**src/rtl/sme_stim_if.sv**
```systemverilog
// Host/engine bus of the string-matching stimulus driver.
// The driver takes the slave view; the sequencer/engine model takes the master view.
interface sme_stim_if;
    logic       host_wr_en;
    logic       host_sel;
    logic       host_clr;
    logic [7:0] host_data;
    logic       start;
    logic       send_str;
    logic       busy;
    logic       host_err;
    logic [7:0] chardata;
    logic       isstring;
    logic       ispattern;
    logic       valid;
    logic       match;
    logic [4:0] match_index;
    logic       res_valid;
    logic       res_match;
    logic [4:0] res_index;
    logic       res_timeout;
    logic [1:0] dbg_state;

    modport master (
        output host_wr_en, host_sel, host_clr, host_data, start, send_str,
        output valid, match, match_index,
        input  busy, host_err, chardata, isstring, ispattern,
        input  res_valid, res_match, res_index, res_timeout, dbg_state
    );

    modport slave (
        input  host_wr_en, host_sel, host_clr, host_data, start, send_str,
        input  valid, match, match_index,
        output busy, host_err, chardata, isstring, ispattern,
        output res_valid, res_match, res_index, res_timeout, dbg_state
    );
endinterface

```
**src/rtl/sme_stim_driver.sv**
```systemverilog
// Buffers one string and one pattern from the host, replays them to the matching
// engine, then returns the engine's result (or a timeout) to the host.
module sme_stim_driver #(
    parameter int STR_MAX = 32,
    parameter int PAT_MAX = 8,
    parameter int TIMEOUT = 1023
) (
    input logic       clk,
    input logic       reset,
    sme_stim_if.slave bus
);
    localparam int SW  = $clog2(STR_MAX + 1);
    localparam int PW  = $clog2(PAT_MAX + 1);
    localparam int SAW = $clog2(STR_MAX);
    localparam int PAW = $clog2(PAT_MAX);
    localparam int TW  = $clog2(TIMEOUT + 1);

    typedef enum logic [1:0] {
        IDLE     = 2'd0,
        SEND_STR = 2'd1,
        SEND_PAT = 2'd2,
        WAIT_RES = 2'd3
    } state_t;

    state_t        state_q, state_d;
    logic [SW-1:0] idx_q, idx_d;
    logic [TW-1:0] tcnt_q, tcnt_d;
    logic [SW-1:0] str_len_q;
    logic [PW-1:0] pat_len_q;
    logic          str_sent_q;
    logic [7:0]    str_mem [STR_MAX];
    logic [7:0]    pat_mem [PAT_MAX];

    logic          idle, str_full, pat_full, sel_full;
    logic          clr_acc, wr_acc, wr_rej;
    logic          start_rej, fin_valid, fin_timeout;
    logic [7:0]    chardata_d;

    logic          busy_q, host_err_q, isstring_q, ispattern_q;
    logic [7:0]    chardata_q;
    logic          res_valid_q, res_match_q, res_timeout_q;
    logic [4:0]    res_index_q;

    assign idle     = (state_q == IDLE);
    assign str_full = (str_len_q == SW'(STR_MAX));
    assign pat_full = (pat_len_q == PW'(PAT_MAX));
    assign sel_full = bus.host_sel ? pat_full : str_full;

    // Clear wins over a same-cycle write; anything else that cannot be stored is an error.
    assign clr_acc = idle && bus.host_clr;
    assign wr_acc  = idle && bus.host_wr_en && !bus.host_clr && !sel_full;
    assign wr_rej  = bus.host_wr_en && !clr_acc && !wr_acc;

    always_ff @(posedge clk) begin
        if (reset) begin
            state_q <= IDLE;
            idx_q   <= '0;
            tcnt_q  <= '0;
        end else begin
            state_q <= state_d;
            idx_q   <= idx_d;
            tcnt_q  <= tcnt_d;
        end
    end

    always_comb begin
        state_d     = state_q;
        idx_d       = idx_q;
        tcnt_d      = tcnt_q;
        start_rej   = 1'b0;
        fin_valid   = 1'b0;
        fin_timeout = 1'b0;
        chardata_d  = 8'h00;
        case (state_q)
            IDLE: begin
                if (bus.start) begin
                    if ((pat_len_q == '0) ||
                        (bus.send_str && (str_len_q == '0)) ||
                        (!bus.send_str && !str_sent_q)) begin
                        start_rej = 1'b1;
                    end else begin
                        state_d = bus.send_str ? SEND_STR : SEND_PAT;
                        idx_d   = '0;
                    end
                end
            end
            SEND_STR: begin
                if ((idx_q + SW'(1)) >= str_len_q) begin
                    state_d = SEND_PAT;
                    idx_d   = '0;
                end else begin
                    idx_d = idx_q + SW'(1);
                end
            end
            SEND_PAT: begin
                if ((idx_q + SW'(1)) >= SW'(pat_len_q)) begin
                    state_d = WAIT_RES;
                    idx_d   = '0;
                    tcnt_d  = '0;
                end else begin
                    idx_d = idx_q + SW'(1);
                end
            end
            WAIT_RES: begin
                if (bus.valid) begin
                    state_d   = IDLE;
                    fin_valid = 1'b1;
                end else if (tcnt_q == TW'(TIMEOUT)) begin
                    state_d     = IDLE;
                    fin_timeout = 1'b1;
                end else begin
                    tcnt_d = tcnt_q + TW'(1);
                end
            end
            default: state_d = IDLE;
        endcase
        // Stream outputs are registered from the next state so they line up with it.
        if (state_d == SEND_STR) begin
            chardata_d = str_mem[idx_d[SAW-1:0]];
        end else if (state_d == SEND_PAT) begin
            chardata_d = pat_mem[idx_d[PAW-1:0]];
        end
    end

    always_ff @(posedge clk) begin
        if (!reset && wr_acc) begin
            if (bus.host_sel) begin
                pat_mem[pat_len_q[PAW-1:0]] <= bus.host_data;
            end else begin
                str_mem[str_len_q[SAW-1:0]] <= bus.host_data;
            end
        end
    end

    always_ff @(posedge clk) begin
        if (reset) begin
            str_len_q  <= '0;
            pat_len_q  <= '0;
            str_sent_q <= 1'b0;
        end else begin
            if (clr_acc) begin
                if (bus.host_sel) pat_len_q <= '0;
                else              str_len_q <= '0;
            end else if (wr_acc) begin
                if (bus.host_sel) pat_len_q <= pat_len_q + PW'(1);
                else              str_len_q <= str_len_q + SW'(1);
            end
            if (state_q == SEND_STR && state_d == SEND_PAT) begin
                str_sent_q <= 1'b1;
            end
            if (fin_valid || fin_timeout) begin
                pat_len_q <= '0;
            end
        end
    end

    // Engine side: each high cycle of isstring/ispattern carries one char on chardata;
    // the engine answers with a single valid cycle, which is only honoured in WAIT_RES.
    always_ff @(posedge clk) begin
        if (reset) begin
            busy_q        <= 1'b0;
            host_err_q    <= 1'b0;
            isstring_q    <= 1'b0;
            ispattern_q   <= 1'b0;
            chardata_q    <= 8'h00;
            res_valid_q   <= 1'b0;
            res_match_q   <= 1'b0;
            res_index_q   <= 5'd0;
            res_timeout_q <= 1'b0;
        end else begin
            busy_q      <= (state_d != IDLE);
            host_err_q  <= wr_rej || start_rej;
            isstring_q  <= (state_d == SEND_STR);
            ispattern_q <= (state_d == SEND_PAT);
            chardata_q  <= chardata_d;
            res_valid_q <= fin_valid || fin_timeout;
            if (fin_valid) begin
                res_match_q   <= bus.match;
                res_index_q   <= bus.match_index;
                res_timeout_q <= 1'b0;
            end else if (fin_timeout) begin
                res_match_q   <= 1'b0;
                res_index_q   <= 5'd0;
                res_timeout_q <= 1'b1;
            end
        end
    end

    assign bus.busy        = busy_q;
    assign bus.host_err    = host_err_q;
    assign bus.isstring    = isstring_q;
    assign bus.ispattern   = ispattern_q;
    assign bus.chardata    = chardata_q;
    assign bus.res_valid   = res_valid_q;
    assign bus.res_match   = res_match_q;
    assign bus.res_index   = res_index_q;
    assign bus.res_timeout = res_timeout_q;
    assign bus.dbg_state   = state_q;
endmodule

```
**src/flat_wrapper.sv**
```systemverilog
// flat-port wrapper written by rule: the top's interface ports become plain ports
module sme_stim_driver_flat 
#(
    parameter int STR_MAX = 32,
    parameter int PAT_MAX = 8,
    parameter int TIMEOUT = 1023
)
  (clk, reset, bus_host_wr_en, bus_host_sel, bus_host_clr, bus_host_data, bus_start, bus_send_str, bus_valid, bus_match, bus_match_index, bus_busy, bus_host_err, bus_chardata, bus_isstring, bus_ispattern, bus_res_valid, bus_res_match, bus_res_index, bus_res_timeout, bus_dbg_state);
  sme_stim_if bus_i ();
  input logic clk;
  input logic reset;
  input wire logic [$bits(bus_i.host_wr_en)-1:0] bus_host_wr_en;
  input wire logic [$bits(bus_i.host_sel)-1:0] bus_host_sel;
  input wire logic [$bits(bus_i.host_clr)-1:0] bus_host_clr;
  input wire logic [$bits(bus_i.host_data)-1:0] bus_host_data;
  input wire logic [$bits(bus_i.start)-1:0] bus_start;
  input wire logic [$bits(bus_i.send_str)-1:0] bus_send_str;
  input wire logic [$bits(bus_i.valid)-1:0] bus_valid;
  input wire logic [$bits(bus_i.match)-1:0] bus_match;
  input wire logic [$bits(bus_i.match_index)-1:0] bus_match_index;
  output wire logic [$bits(bus_i.busy)-1:0] bus_busy;
  output wire logic [$bits(bus_i.host_err)-1:0] bus_host_err;
  output wire logic [$bits(bus_i.chardata)-1:0] bus_chardata;
  output wire logic [$bits(bus_i.isstring)-1:0] bus_isstring;
  output wire logic [$bits(bus_i.ispattern)-1:0] bus_ispattern;
  output wire logic [$bits(bus_i.res_valid)-1:0] bus_res_valid;
  output wire logic [$bits(bus_i.res_match)-1:0] bus_res_match;
  output wire logic [$bits(bus_i.res_index)-1:0] bus_res_index;
  output wire logic [$bits(bus_i.res_timeout)-1:0] bus_res_timeout;
  output wire logic [$bits(bus_i.dbg_state)-1:0] bus_dbg_state;
  assign bus_i.host_wr_en = bus_host_wr_en;
  assign bus_i.host_sel = bus_host_sel;
  assign bus_i.host_clr = bus_host_clr;
  assign bus_i.host_data = bus_host_data;
  assign bus_i.start = bus_start;
  assign bus_i.send_str = bus_send_str;
  assign bus_i.valid = bus_valid;
  assign bus_i.match = bus_match;
  assign bus_i.match_index = bus_match_index;
  assign bus_busy = bus_i.busy;
  assign bus_host_err = bus_i.host_err;
  assign bus_chardata = bus_i.chardata;
  assign bus_isstring = bus_i.isstring;
  assign bus_ispattern = bus_i.ispattern;
  assign bus_res_valid = bus_i.res_valid;
  assign bus_res_match = bus_i.res_match;
  assign bus_res_index = bus_i.res_index;
  assign bus_res_timeout = bus_i.res_timeout;
  assign bus_dbg_state = bus_i.dbg_state;
  sme_stim_driver #(.STR_MAX(STR_MAX), .PAT_MAX(PAT_MAX), .TIMEOUT(TIMEOUT)) u_core (.clk(clk), .reset(reset), .bus(bus_i));
endmodule
```
**config.mk**
```make
export PLATFORM = sky130hd
export DESIGN_NAME = sme_stim_driver_flat
export DESIGN_NICKNAME = d
export VERILOG_FILES = /design/src/rtl/sme_stim_if.sv /design/src/rtl/sme_stim_driver.sv /design/src/flat_wrapper.sv
export SDC_FILE = /design/constraint.sdc
export NUM_CORES = 1
export LEC_CHECK = 0
export ABC_CLOCK_PERIOD_IN_PS = 3600
export CORE_UTILIZATION = 45
export DETAILED_ROUTE_END_ITERATION = 10
export PLACE_DENSITY = 0.72
export SLEW_MARGIN = 10
export SYNTH_ARGS = -nofsm -noshare
export SYNTH_HDL_FRONTEND = slang
export SYNTH_SLANG_ARGS = --single-unit
```
**constraint.sdc**
```tcl
create_clock -name clk -period 3.6 [get_ports clk]
set_input_delay 0.9 -clock clk [delete_from_list [all_inputs] [get_ports clk]]
set_output_delay 0.9 -clock clk [all_outputs]
set_load 0.01 [all_outputs]
```
==> flow_summary.ini <==
[status]
outcome = complete, no violations

[final_layout]
syn2layout_area_growth_pct = 22.6
multi_input_area_sq_mm = 0.00468
fillers = 2617
antenna_cells = 0
nNetsFinal = 1421
regArea_sq_mm = 0.0106
drive_gt1_frac = 0.200

[timing]
max_freq_mhz = 280
worst_hold_slack_ps = 485
fin_worst_skew_ps = 22.8
setup_violations = 0
worst_pin_slew_ps = 672
slew_viol_final = 0
grt_setup_unrepaired = yes
period_needed_ps = 3570
tns_ps = 0
hold_viol_final = 0
fin_crit_sh = 0.993
max_slew_margin = 0.548

[global_routing]
grt-ovfl-total = 0
grtUsageMet1 = 0.295
use_met2 = 0.352
grt_first_pass_wirelength_mm = 58.7
globalRouteTotalUtil = 0.218
antenna_found_initial = 0
grt_max_degree = 41
grt_pass1_vias = 10185
grtUsageMet3 = 0.0432
grt-busiest-layer = met2

[power]
leakage_nw = 6.78
total_power_w = 0.00859
power.density_mw_per_mm2 = 454
ir_worst_vdd_v = 0.000257

[routing]
ant_nets = 0
drt-total-wl_mm = 38.8
vias = 10364
drt_iter0_drc = 961
wl_per_cell_microns = 20.9
drt-pass1-iter-count = 5
route.detailed.drc = 0
via_per_inst = 5.60

[logic_synthesis]
syn_area_per_cell_sq_um = 13.0
yosys.cell_types.count = 64
synth.top_cell.area_share = 0.623
synth_fa_ha_area_frac = 0.0179
syn_area_sq_mm = 0.0154
synthTopCellsByCount = 320 x edfxtp_1, 234 x nand2_1, 68 x mux2i_1
yosys.area_share.simple = 0.139
yosysTopAreaCell = edfxtp_1
synth_area_leaders = edfxtp_1 62%, dfxtp_1 6.4%, nand2_1 5.7%
synth-async-reset-ratio = 0
synth_top_family_by_area = simple AND/OR/NAND/NOR gates
synth.most_common_cell = edfxtp_1
yosysSeqAreaShare = 0.687
synth_edf_count = 320
synth_compound_area_frac = 0.0669
synth_xor_area_frac = 0.00966
syn-num-nets = 1228
synth_mux_area_frac = 0.0544
synth_cells = 1184
synth_ff_type = edfxtp_1
yosys_warnings = 0
ys_ff_latch = 369

[die]
placementRows = 67
die_area_sq_mm = 0.0350
core_sq_mm = 0.0336
die_w_microns = 187
top_level_ports = 44
die_y_microns = 187
start_util = 0.459

[clock_network]
clock_sinks = 369
cts_buffer_depth = 3
clkLatencyLatePin_ps = 530
cts_tree = yes
numCtsBuffers = 38
htree_levels = 2
clockRootBuffer = clkbuf_16
cts_hold_buf = 0
clk_pin_slew_ps = 60

[flow_run]
maxCapViolCount = 0

[worst_hold_path]
hold_class = reg -> reg

[place]
place_congestion = 1.01
hpwl_mm = 24.9
port_buffers = 43

[setup_path]
crit_path_start_kind = flip-flop
cp_max_fo = 7
path_class = reg -> reg
worstPathArrival_ps = 4010
cp_data_required_time_ps = 4040
crit_path_end_kind = flip-flop
## layer usage
layer	vias up	wire, microns
met2	441	18400
li1	4774	-
met1	5061	15800
met3	88	3270
met4	0	1230
met5	-	0
## cell type report
type / count / share of cell area
clock buffers: 56 / 0.0555
clock inverters: 11 / 0.00609
inverters: 21 / 0.00417
multi-input cells: 736 / 0.248
flip-flops and latches: 369 / 0.561
well taps: 448 / 0.0297
repair buffers: 211 / 0.0959
## report_power, final
part / leakage, nW / switching (W) / internal [W] / total, W
clock: 0.559 / 0.00155 / 0.00217 / 0.00372
sequential: 3.27 / 0.00000759 / 0.00465 / 0.00466
combinational: 2.95 / 0.000138 / 0.0000744 / 0.000212
## cells in the final DEF (no fill, tap or decap), drive strengths merged, types with 3 or more instances in the layout
master	synthesis	final
nor3	9	9
a311oi	9	9
dfxtp	49	49
o2111ai	7	7
clkdlybuf4s50	0	43
a22o	9	9
nand2	235	235
nor4	10	10
clkbuf	16	56
a22oi	5	5
a221oi	5	5
a211oi	10	10
inv	21	22
o21a	6	7
a21oi	28	28
and3	51	51
nor3b	4	4
or3	6	6
mux2	14	14
a21o	8	8
o21ai	23	23
o22ai	8	8
nand3	60	60
mux2i	68	68
or2	3	3
a31oi	9	9
and2	5	5
and4	3	3
clkinv	0	6
buf	43	168
nor2	68	68
xnor2	16	16
o32ai	7	7
ha	22	22
edfxtp	320	320
nand2b	4	4
nand4	3	3
## final timing paths
kind | startpoint | to | slack [ps] | depth (start not counted)
max | u_core.idx_q[0] | u_core.bus.chardata[0] | 30 | 15
min | u_core.bus.res_index[2] | u_core.bus.res_index[2] | 480 | 1
max reg2reg | u_core.idx_q[0] | u_core.bus.chardata[0] | 30 | 15
min reg2reg | u_core.bus.res_index[2] | u_core.bus.res_index[2] | 480 | 1
## worst max-delay path: stages, from the launching register on
cell and delay (ps):
dfxtp_4 390, ha_4 150, nand3_2 100, xnor2_2 170, ha_1 310, o21a_1 220
a21oi_2 160, o21ai_2 80, o31a_1 170, buf_6 170, o21ai_2 420, buf_4 210
nand2_1 230, a211oi_1 460, nor4_1 90, o22ai_1 160
## kinds of logic (layout without fill, tap and decap cells)
group | Yosys count | in the layout
AND/OR/NAND/NOR | 468 | 468
flip-flops | 369 | 369
AO/OA/AOI/OAI | 146 | 147
multiplexers | 82 | 82
buffers and inverters | 80 | 299
adder cells (fa/ha/maj) | 22 | 22
XOR/XNOR | 17 | 17
## state kept, by name, summed over array words and instances (netlist names)
register,count
u_core.str_mem,256
u_core.pat_mem,64
u_core.tcnt_q,10
u_core.bus.chardata,8
u_core.idx_q,6
u_core.str_len_q,6
u_core.bus.res_index,5
u_core.pat_len_q,4
u_core.bus.dbg_state,2
u_core.bus.busy,1
u_core.bus.host_err,1
u_core.bus.ispattern,1
u_core.bus.isstring,1
u_core.bus.res_match,1
u_core.bus.res_timeout,1
u_core.bus.res_valid,1
u_core.str_sent_q,1
## through the flow
| stage | setup WS [ps] | util | instance area [sq um] | std cells |
|---|---|---|---|---|
| final | 26.7 | 0.562 | 18900 | 1852 |
| after detailed placement | -448 | 0.514 | 17300 | 1764 |
| after global placement | -375 | 0.514 | 17300 | 1764 |
| after global routing | -50.4 | 0.562 | 18900 | 1852 |
| after CTS | 16.0 | 0.552 | 18600 | 1838 |
| after floorplan | 223 | - | 15400 | 1184 |
## timing repair
item,4_1_cts,5_1_grt
resized for setup,10,44
setup endpoints to repair,8,8
cloned,0,1
endpoints found under the hold margin,0,0
pin swaps,4,21
setup buffers,7,14
Note: power is estimated with default switching activity, not from simulation.
